**config.mk**
```make
export PLATFORM = sky130hd
export DESIGN_NAME = div_unit
export DESIGN_NICKNAME = d
export VERILOG_FILES = /design/src/rtl/div_unit.sv
export SDC_FILE = /design/constraint.sdc
export NUM_CORES = 1
export LEC_CHECK = 0
export ABC_AREA = 1
export BUFFER_PORTS_ARGS = -buffer_cell sky130_fd_sc_hd__buf_2
export CORE_MARGIN = 2
export CORE_UTILIZATION = 35
export CTS_BUF_LIST = sky130_fd_sc_hd__clkbuf_16
export CTS_CLUSTER_DIAMETER = 150
export CTS_CLUSTER_SIZE = 10
export DETAILED_ROUTE_END_ITERATION = 8
export PLACE_DENSITY = 0.57
export SLEW_MARGIN = 5
export SYNTH_ARGS = -nofsm -noshare
export SYNTH_HDL_FRONTEND = slang
export SYNTH_SLANG_ARGS = --single-unit
```
**constraint.sdc**
```tcl
create_clock -name clk -period 4.3 [get_ports clk]
set_clock_uncertainty 0.2 [all_clocks]
set_input_delay 0.86 -clock clk [delete_from_list [all_inputs] [get_ports clk]]
set_output_delay 0.86 -clock clk [all_outputs]
set_load 0.03 [all_outputs]
```
**src/rtl/div_unit.sv**
```systemverilog
// ============================================================================
//  Module      : div_unit
//  Description : Multi-cycle radix-2 restoring divider for MIPS DIV/DIVU.
//                Produces quotient (LO) and remainder (HI), one quotient bit
//                per clock, with busy/ready handshake toward the hazard unit.
//  Revision    : 1.0 - initial release
// ============================================================================
`default_nettype none

module div_unit #(
    parameter int DIV_WIDTH = 32
) (
    input  logic                 clk,
    input  logic                 resetn,
    input  logic                 start,
    input  logic                 signed_div,
    input  logic                 cancel,
    input  logic [DIV_WIDTH-1:0] a,
    input  logic [DIV_WIDTH-1:0] b,
    output logic                 busy,
    output logic                 ready,
    output logic [DIV_WIDTH-1:0] quotient,
    output logic [DIV_WIDTH-1:0] remainder
);

    localparam int CNT_W = $clog2(DIV_WIDTH);
    localparam logic [CNT_W-1:0] C_LAST_ITER = CNT_W'(DIV_WIDTH - 1);

    typedef enum logic [1:0] {
        ST_IDLE = 2'd0,
        ST_BUSY = 2'd1,
        ST_DONE = 2'd2
    } state_t;

    state_t                 state_q, state_d;
    logic [CNT_W-1:0]       cnt_q, cnt_d;
    logic [DIV_WIDTH-1:0]   dvd_q, dvd_d;     // dividend magnitude, becomes quotient as it shifts
    logic [DIV_WIDTH-1:0]   dvs_q, dvs_d;     // divisor magnitude
    logic [DIV_WIDTH-1:0]   pr_q, pr_d;       // partial remainder (always < divisor)
    logic                   qsign_q, qsign_d;
    logic                   rsign_q, rsign_d;
    logic                   busy_q, busy_d;
    logic                   ready_q, ready_d;
    logic [DIV_WIDTH-1:0]   quot_q, quot_d;
    logic [DIV_WIDTH-1:0]   rem_q, rem_d;

    logic [DIV_WIDTH-1:0]   a_mag, b_mag;
    logic [DIV_WIDTH:0]     diff;
    logic [DIV_WIDTH-1:0]   shifted_lo;
    logic [DIV_WIDTH-1:0]   pr_next;
    logic [DIV_WIDTH-1:0]   q_next;

    // Operand magnitudes; only DIV treats the MSB as a sign bit.
    always_comb begin
        a_mag = (signed_div && a[DIV_WIDTH-1]) ? (~a + 1'b1) : a;
        b_mag = (signed_div && b[DIV_WIDTH-1]) ? (~b + 1'b1) : b;
    end

    // One restoring step: shift in the next dividend bit and try a subtract.
    // The partial remainder stays below the divisor, so after the shift the
    // low DIV_WIDTH bits hold the whole value whenever the subtract fails.
    always_comb begin
        diff       = {pr_q, dvd_q[DIV_WIDTH-1]} - {1'b0, dvs_q};
        shifted_lo = {pr_q[DIV_WIDTH-2:0], dvd_q[DIV_WIDTH-1]};
        pr_next    = diff[DIV_WIDTH] ? shifted_lo : diff[DIV_WIDTH-1:0];
        q_next     = {dvd_q[DIV_WIDTH-2:0], ~diff[DIV_WIDTH]};
    end

    // Next-state and next-output logic for the divider FSM.
    always_comb begin
        state_d = state_q;
        cnt_d   = cnt_q;
        dvd_d   = dvd_q;
        dvs_d   = dvs_q;
        pr_d    = pr_q;
        qsign_d = qsign_q;
        rsign_d = rsign_q;
        busy_d  = busy_q;
        ready_d = 1'b0;
        quot_d  = quot_q;
        rem_d   = rem_q;

        case (state_q)
            ST_IDLE: begin
                if (start && !cancel) begin
                    qsign_d = signed_div & (a[DIV_WIDTH-1] ^ b[DIV_WIDTH-1]);
                    rsign_d = signed_div & a[DIV_WIDTH-1];
                    dvd_d   = a_mag;
                    dvs_d   = b_mag;
                    pr_d    = '0;
                    cnt_d   = '0;
                    busy_d  = 1'b1;
                    if (b == '0) begin
                        // Divide-by-zero skips the iterations entirely.
                        state_d = ST_DONE;
                        quot_d  = '1;
                        rem_d   = a;
                        ready_d = 1'b1;
                    end else begin
                        state_d = ST_BUSY;
                    end
                end
            end
            ST_BUSY: begin
                if (cancel) begin
                    state_d = ST_IDLE;
                    busy_d  = 1'b0;
                end else begin
                    pr_d  = pr_next;
                    dvd_d = q_next;
                    cnt_d = cnt_q + 1'b1;
                    if (cnt_q == C_LAST_ITER) begin
                        state_d = ST_DONE;
                        ready_d = 1'b1;
                        quot_d  = qsign_q ? (~q_next + 1'b1) : q_next;
                        rem_d   = rsign_q ? (~pr_next + 1'b1) : pr_next;
                    end
                end
            end
            ST_DONE: begin
                // Cancel or not, DONE always falls back to IDLE.
                state_d = ST_IDLE;
                busy_d  = 1'b0;
            end
            default: begin
                state_d = ST_IDLE;
                busy_d  = 1'b0;
            end
        endcase
    end

    // State and output registers with asynchronous active-low reset.
    always_ff @(posedge clk or negedge resetn) begin
        if (!resetn) begin
            state_q <= ST_IDLE;
            cnt_q   <= '0;
            dvd_q   <= '0;
            dvs_q   <= '0;
            pr_q    <= '0;
            qsign_q <= 1'b0;
            rsign_q <= 1'b0;
            busy_q  <= 1'b0;
            ready_q <= 1'b0;
            quot_q  <= '0;
            rem_q   <= '0;
        end else begin
            state_q <= state_d;
            cnt_q   <= cnt_d;
            dvd_q   <= dvd_d;
            dvs_q   <= dvs_d;
            pr_q    <= pr_d;
            qsign_q <= qsign_d;
            rsign_q <= rsign_d;
            busy_q  <= busy_d;
            ready_q <= ready_d;
            quot_q  <= quot_d;
            rem_q   <= rem_d;
        end
    end

    assign busy      = busy_q;
    assign ready     = ready_q;
    assign quotient  = quot_q;
    assign remainder = rem_q;

endmodule

`default_nettype wire

```
Yosys cells after proc, flatten, opt, wreduce, memory -nomap -nowiden
Index checks and enable logic that the tools add are counted. Widths: inputs -> output; s select.

Bits in registers: 171. Latch bits: 0. Bits in writable memories: 0. Bits in read-only memories: 0. Input bits: 69. Output and inout bits: 66. Logic and storage cells: 82. Memories kept: 0.

$add $sub $neg: 6. $mul: 0. Divide/modulo/power cells: 0. Order comparisons: 0. Equality and inequality tests: 8. Shift-type cells: 0. Muxes and demuxes: 37. Bitwise operators: 8. Reduce and logical (&&, ||, !) cells: 12.

Operator list (count): $mux 32 (17); $pmux 32 s2 (4); $add 32x1->32 const B (4); $not 32->32 (4); $sub 33x32->33 (1); $logic_not 32->1 (1); $mux 5 (2); $ne 2x2->1 const B (5); $pmux 5 s2 (1); $mux 2 (4); $mux 1 (6); $reduce_and 2->1 (3); $add 5x1->5 const B (1); $eq 5x5->1 const B (1); $reduce_and 5->1 (1); $pmux 1 s2 (2); $pmux 2 s2 (1); $logic_and 1x1->1 (3); $ne 3x3->1 const B (1); $reduce_and 3->1 (1); $and 1x1->1 (2); $eq 2x1->1 const B (1); $logic_not 2->1 (1); $reduce_bool 2->1 (1); other kinds (3) (3).

Logic depth before layout (Yosys ltp)
Word-level depth: 8. Depth in mapped cells: 28. Gate-level depth less buffers: 26.

Worst setup path before layout
Ideal clock, no wire load.

Path type: register to register. Start: reg dvd_q[31]. End: reg quot_q[30], in the netlist quotient[30]. Library setup time: 120 ps. Data arrival time: 3642 ps. Required time: 3980 ps. Slack: 338 ps. Stages on the path, launching flop included: 27. Buffers on the path: 1. Clock period less this slack: 3962 ps. Cell sequence: dfrtp_1 inv_1 ha_1 fa_1 inv_1 nand2_1 nand2_1 nand3_1 nand2_2 nand2_2 nand2_2 nand2_4 nand2_4 nand2_4 nand2_8 buf_2 ha_1 nand2_1 nor4_1 nand3_1 o21ai_0 o21ai_0 inv_1 o21ai_0 xor2_1 o22ai_1 inv_1.

Word-level cells in the longest chain between the ends: 8.

RTL lines: from (decl) (line 37) `logic [DIV_WIDTH-1:0] dvd_q, dvd_d;`; from (signal assigned) (line 149) `dvd_q <= dvd_d;`; $sub 33x32->33 (line 63) `diff = {pr_q, dvd_q[DIV_WIDTH-1]} - {1'b0, dvs_q};`; $not 1->1 (line 66) `q_next = {dvd_q[DIV_WIDTH-2:0], ~diff[DIV_WIDTH]};`; $not 32->32 (line 115) `quot_d = qsign_q ? (~q_next + 1'b1) : q_next;`; $add 32x1->32 (line 115); $mux 32 (line 115); $mux 32 (line 112) `if (cnt_q == C_LAST_ITER) begin`; $mux 32 (line 105) `if (cancel) begin`; $pmux 32 s2 (line 83) `case (state_q)`; to (signal assigned) (line 156) `quot_q <= quot_d;`; to (decl) (line 44) `logic [DIV_WIDTH-1:0] quot_q, quot_d;`.

Every way passes these cells. The select of a mux whose other input is x is not followed. A chain may end at the register's enable or synchronous reset.

Final worst setup path
Start: reg dvd_q[31]. End: reg quot_q[28], in the netlist quotient[28].

Same word-level chain as after synthesis.

==> key figures <==
Critical path
  • CP Buf/Inv Count: 3
  • Data arrival time of the worst path: 4.09 ns
  • Critical path's slowest cell: fa_2
  • Cell family with most CP delay: simple AND/OR/NAND/NOR gates
  • Setup crit end kind: flip-flop
  • CP startpoint kind: flip-flop
  • Critical Path Fanout Max: 3
  • Slowest cell delay on critical path: 0.41 ns
  • Req. time, crit path: 4.44 ns
  • Setup CP Type: reg2reg

Synthesis
  • Post-synth EDFFs: 0
  • Syn Inst Count: 2110
  • Synth unique cells: 60
  • Cell Area, Synth: 13700 µm²
  • Flops & latches, synth: 171
  • Yosys warns: 0
  • XOR/XNOR share of the synthesized area: 0.0410
  • Register area share after synthesis: 0.313
  • Synthesized Nets: 2218
  • Ys async rst share: 1.00
  • Top cells by area in the synthesized netlist: dfrtp_1, nand2_1, inv_1
  • Share of the synthesized area in the top cell type: 0.313
  • Syn_area_per_cell: 6.48 µm²
  • Cell taking the most area after synthesis: dfrtp_1
  • Largest family of logic cells by synthesized area: simple AND/OR/NAND/NOR gates
  • Synth Area in Adders: 0.0362
  • Compound-Gate Fraction of Synth Area: 0.140
  • Synth Flop Type: dfrtp_1
  • Simple-gate share of the synthesized area: 0.354
  • Mux cell area share after synthesis: 0

Floorplanning
  • Core area: 38600 µm²
  • Core Rows: 72
  • Initial core utilization: 0.354
  • I/O pin total: 135
  • Die height: 202 µm
  • Chip width: 202 µm
  • Die ar.: 40700 µm²

Detailed routing
  • Final antenna-violating net count: 0
  • DRT Wirelength: 46.3 mm
  • Avg Vias per Cell: 5.10
  • Top Layer Used: met4
  • DR iter-0 viols: 1147
  • Met1 Wirelength: 22.3 mm
  • WL met2: 20.9 mm
  • Wire length on met3: 2.25 mm
  • DR DRC count: 0
  • Drt first pass iters: 5
  • Vias: 14045
  • Wirelength per Cell: 16.8 µm

STA
  • Pins Over Slew Limit: 0
  • Post-layout min period: 3.95 ns
  • Period utilisation layout: 0.919
  • Setup violations, final: 0
  • Fmax: 0.253 GHz
  • Fin worst setup slack: 0.348 ns
  • Slew headroom: 0.154
  • Final hold violations: 0
  • Slew @ Worst Pin: 1.27 ns

Finish
  • FILL cells: 4178
  • Share of cells above drive strength 1: 0.135
  • Final Cell Area: 15600 µm²
  • Ant diodes: 0
  • Area Growth Syn to Fin: 14.0%
  • Fin nets: 2335

Global route
  • First-pass GRT wire length: 74.2 mm
  • Tot GR Track Use: 0.231
  • Largest net degree at the start of global routing: 85
  • GRT overflow: 0
  • Antenna violations before repair: 0
  • Vias in the first global route: 13437

CTS
  • CTS Buf Count: 17
  • Bufs on Longest Clock Path: 2
  • Clk Latency, worst-skew pair: 0.46 ns
  • Root Driver: clkbuf_16
  • H-tree depth: 4
  • CTS clock-pin slew for the worst setup and hold paths: 0.07 ns
  • Clock Sinks: 171
  • CTS tree: yes
  • Hold buffers post-CTS: 0

Worst hold path
  • Type of the worst min-delay path: in2async

Placement
  • DP Wirelength: 35.3 mm
  • Pre-CTS setup slack: 0.126 ns
  • IO buf count: 134
  • GP Congestion: 0.922
  • Dpl cell area: 14900 µm²

Status
  • Status: finished clean

Job
  • Max Cap Violations: 0
==> layout make-up <==
class / count / area (µm²) / share of cell area
multi-input combinational: 1552 / 7880 / 0.506
sequential: 171 / 4280 / 0.275
inverter: 313 / 1170 / 0.0754
timing repair buffer: 172 / 1020 / 0.0652
tap: 518 / 648 / 0.0416
clock buffer: 17 / 425 / 0.0273
clock inverter: 13 / 160 / 0.0103
==> synth_stat cells (3+ instances only) <==
cell type,number
nand2_4,8
nor2_1,194
nand3b_1,3
nand3_1,127
o21ai_0,98
o311ai_0,6
xor2_1,40
nand4_1,24
buf_4,4
o22ai_1,39
o21ai_2,8
o21bai_1,3
a32oi_1,3
nor3_1,42
o21ai_1,10
a31oi_1,24
buf_2,9
a211oi_1,4
ha_1,38
xnor2_1,24
nand2_2,30
clkbuf_1,49
nor4_1,8
dfrtp_1,171
o2111ai_1,3
nor2_2,13
nand3_2,5
a21oi_1,83
nand2_1,652
buf_6,10
o31ai_1,7
or3_1,3
inv_2,10
or2_2,5
o211ai_1,15
inv_1,302
and2_1,4
==> registers in the layout (all words and copies together), names as in the netlist <==
| register | cells |
|---|---|
| pr_q | 32 |
| busy | 1 |
| cnt_q | 5 |
| state_q | 2 |
| qsign_q | 1 |
| rsign_q | 1 |
| dvd_q | 32 |
| dvs_q | 32 |
| ready | 1 |
| remainder | 32 |
| quotient | 32 |
==> routing by layer <==
metal  vias up  global-route usage
li1       7010                   -
met1      6571               0.329
met2       413               0.372
met3        51              0.0290
met4         0              0.0565
met5         -                   0
==> stage by stage <==
stage / hold WS (ns) / utilization / setup TNS, ns / std cells
6_report: 0.245 / 0.403 / 0 / 2756
5_1_grt: 0.302 / 0.403 / -0.00513 / 2756
4_1_cts: 0.280 / 0.401 / 0 / 2755
3_5_place_dp: 0.262 / 0.386 / 0 / 2725
3_3_place_gp: 0.258 / 0.386 / 0 / 2725
2_1_floorplan: 0.253 / - / 0 / 2110
==> repair_timing <==
item | in CTS | in global routing
endpoints found under the setup margin | 0 | 16
setup buffers | 0 | 1
gates resized for setup | 0 | 19
==> cell families after synthesis <==
group / Yosys count
compound gates: 322
buf+inv: 387
xor+xnor: 64
flops: 171
simple gates: 1127
fa+ha+maj: 39
==> path summary, 6_finish.rpt <==
check / depth (start not counted) / startpoint / slack, ns / endpoint
worst max-delay path: 25 / dvd_q[31] / 0.35 / quotient[28]
worst min register to register: 2 / remainder[11] / 0.27 / remainder[11]
max in group asynchronous: 2 / resetn / 2.88 / dvd_q[8]
worst min-delay path: 1 / resetn / 0.24 / dvs_q[14]
min in group clk: 2 / remainder[11] / 0.27 / remainder[11]
worst max register to register: 25 / dvd_q[31] / 0.35 / quotient[28]
==> cell usage in the layout, fill, tap and decap left out, drive strengths merged, types with 3 or more instances in the layout <==
cell | synthesis | layout
a211oi | 4 | 4
nor4 | 8 | 8
a21oi | 87 | 87
and2 | 4 | 4
or2 | 7 | 7
dfrtp | 171 | 171
nand3 | 133 | 133
xnor2 | 24 | 24
nand4 | 25 | 25
buf | 25 | 172
o311ai | 6 | 6
o31ai | 7 | 7
clkbuf | 49 | 17
o22ai | 39 | 39
nor2 | 208 | 208
or3 | 3 | 3
nor3 | 43 | 43
ha | 38 | 38
a32oi | 3 | 3
xor2 | 40 | 40
o21ai | 116 | 116
clkinv | 1 | 5
o21bai | 3 | 3
inv | 312 | 318
a31oi | 24 | 24
nand2 | 691 | 691
nand3b | 3 | 3
o211ai | 15 | 15
o2111ai | 3 | 3
Power is not shown: default switching activity piles up to over one toggle a cycle in this logic, so the estimate is an artifact.
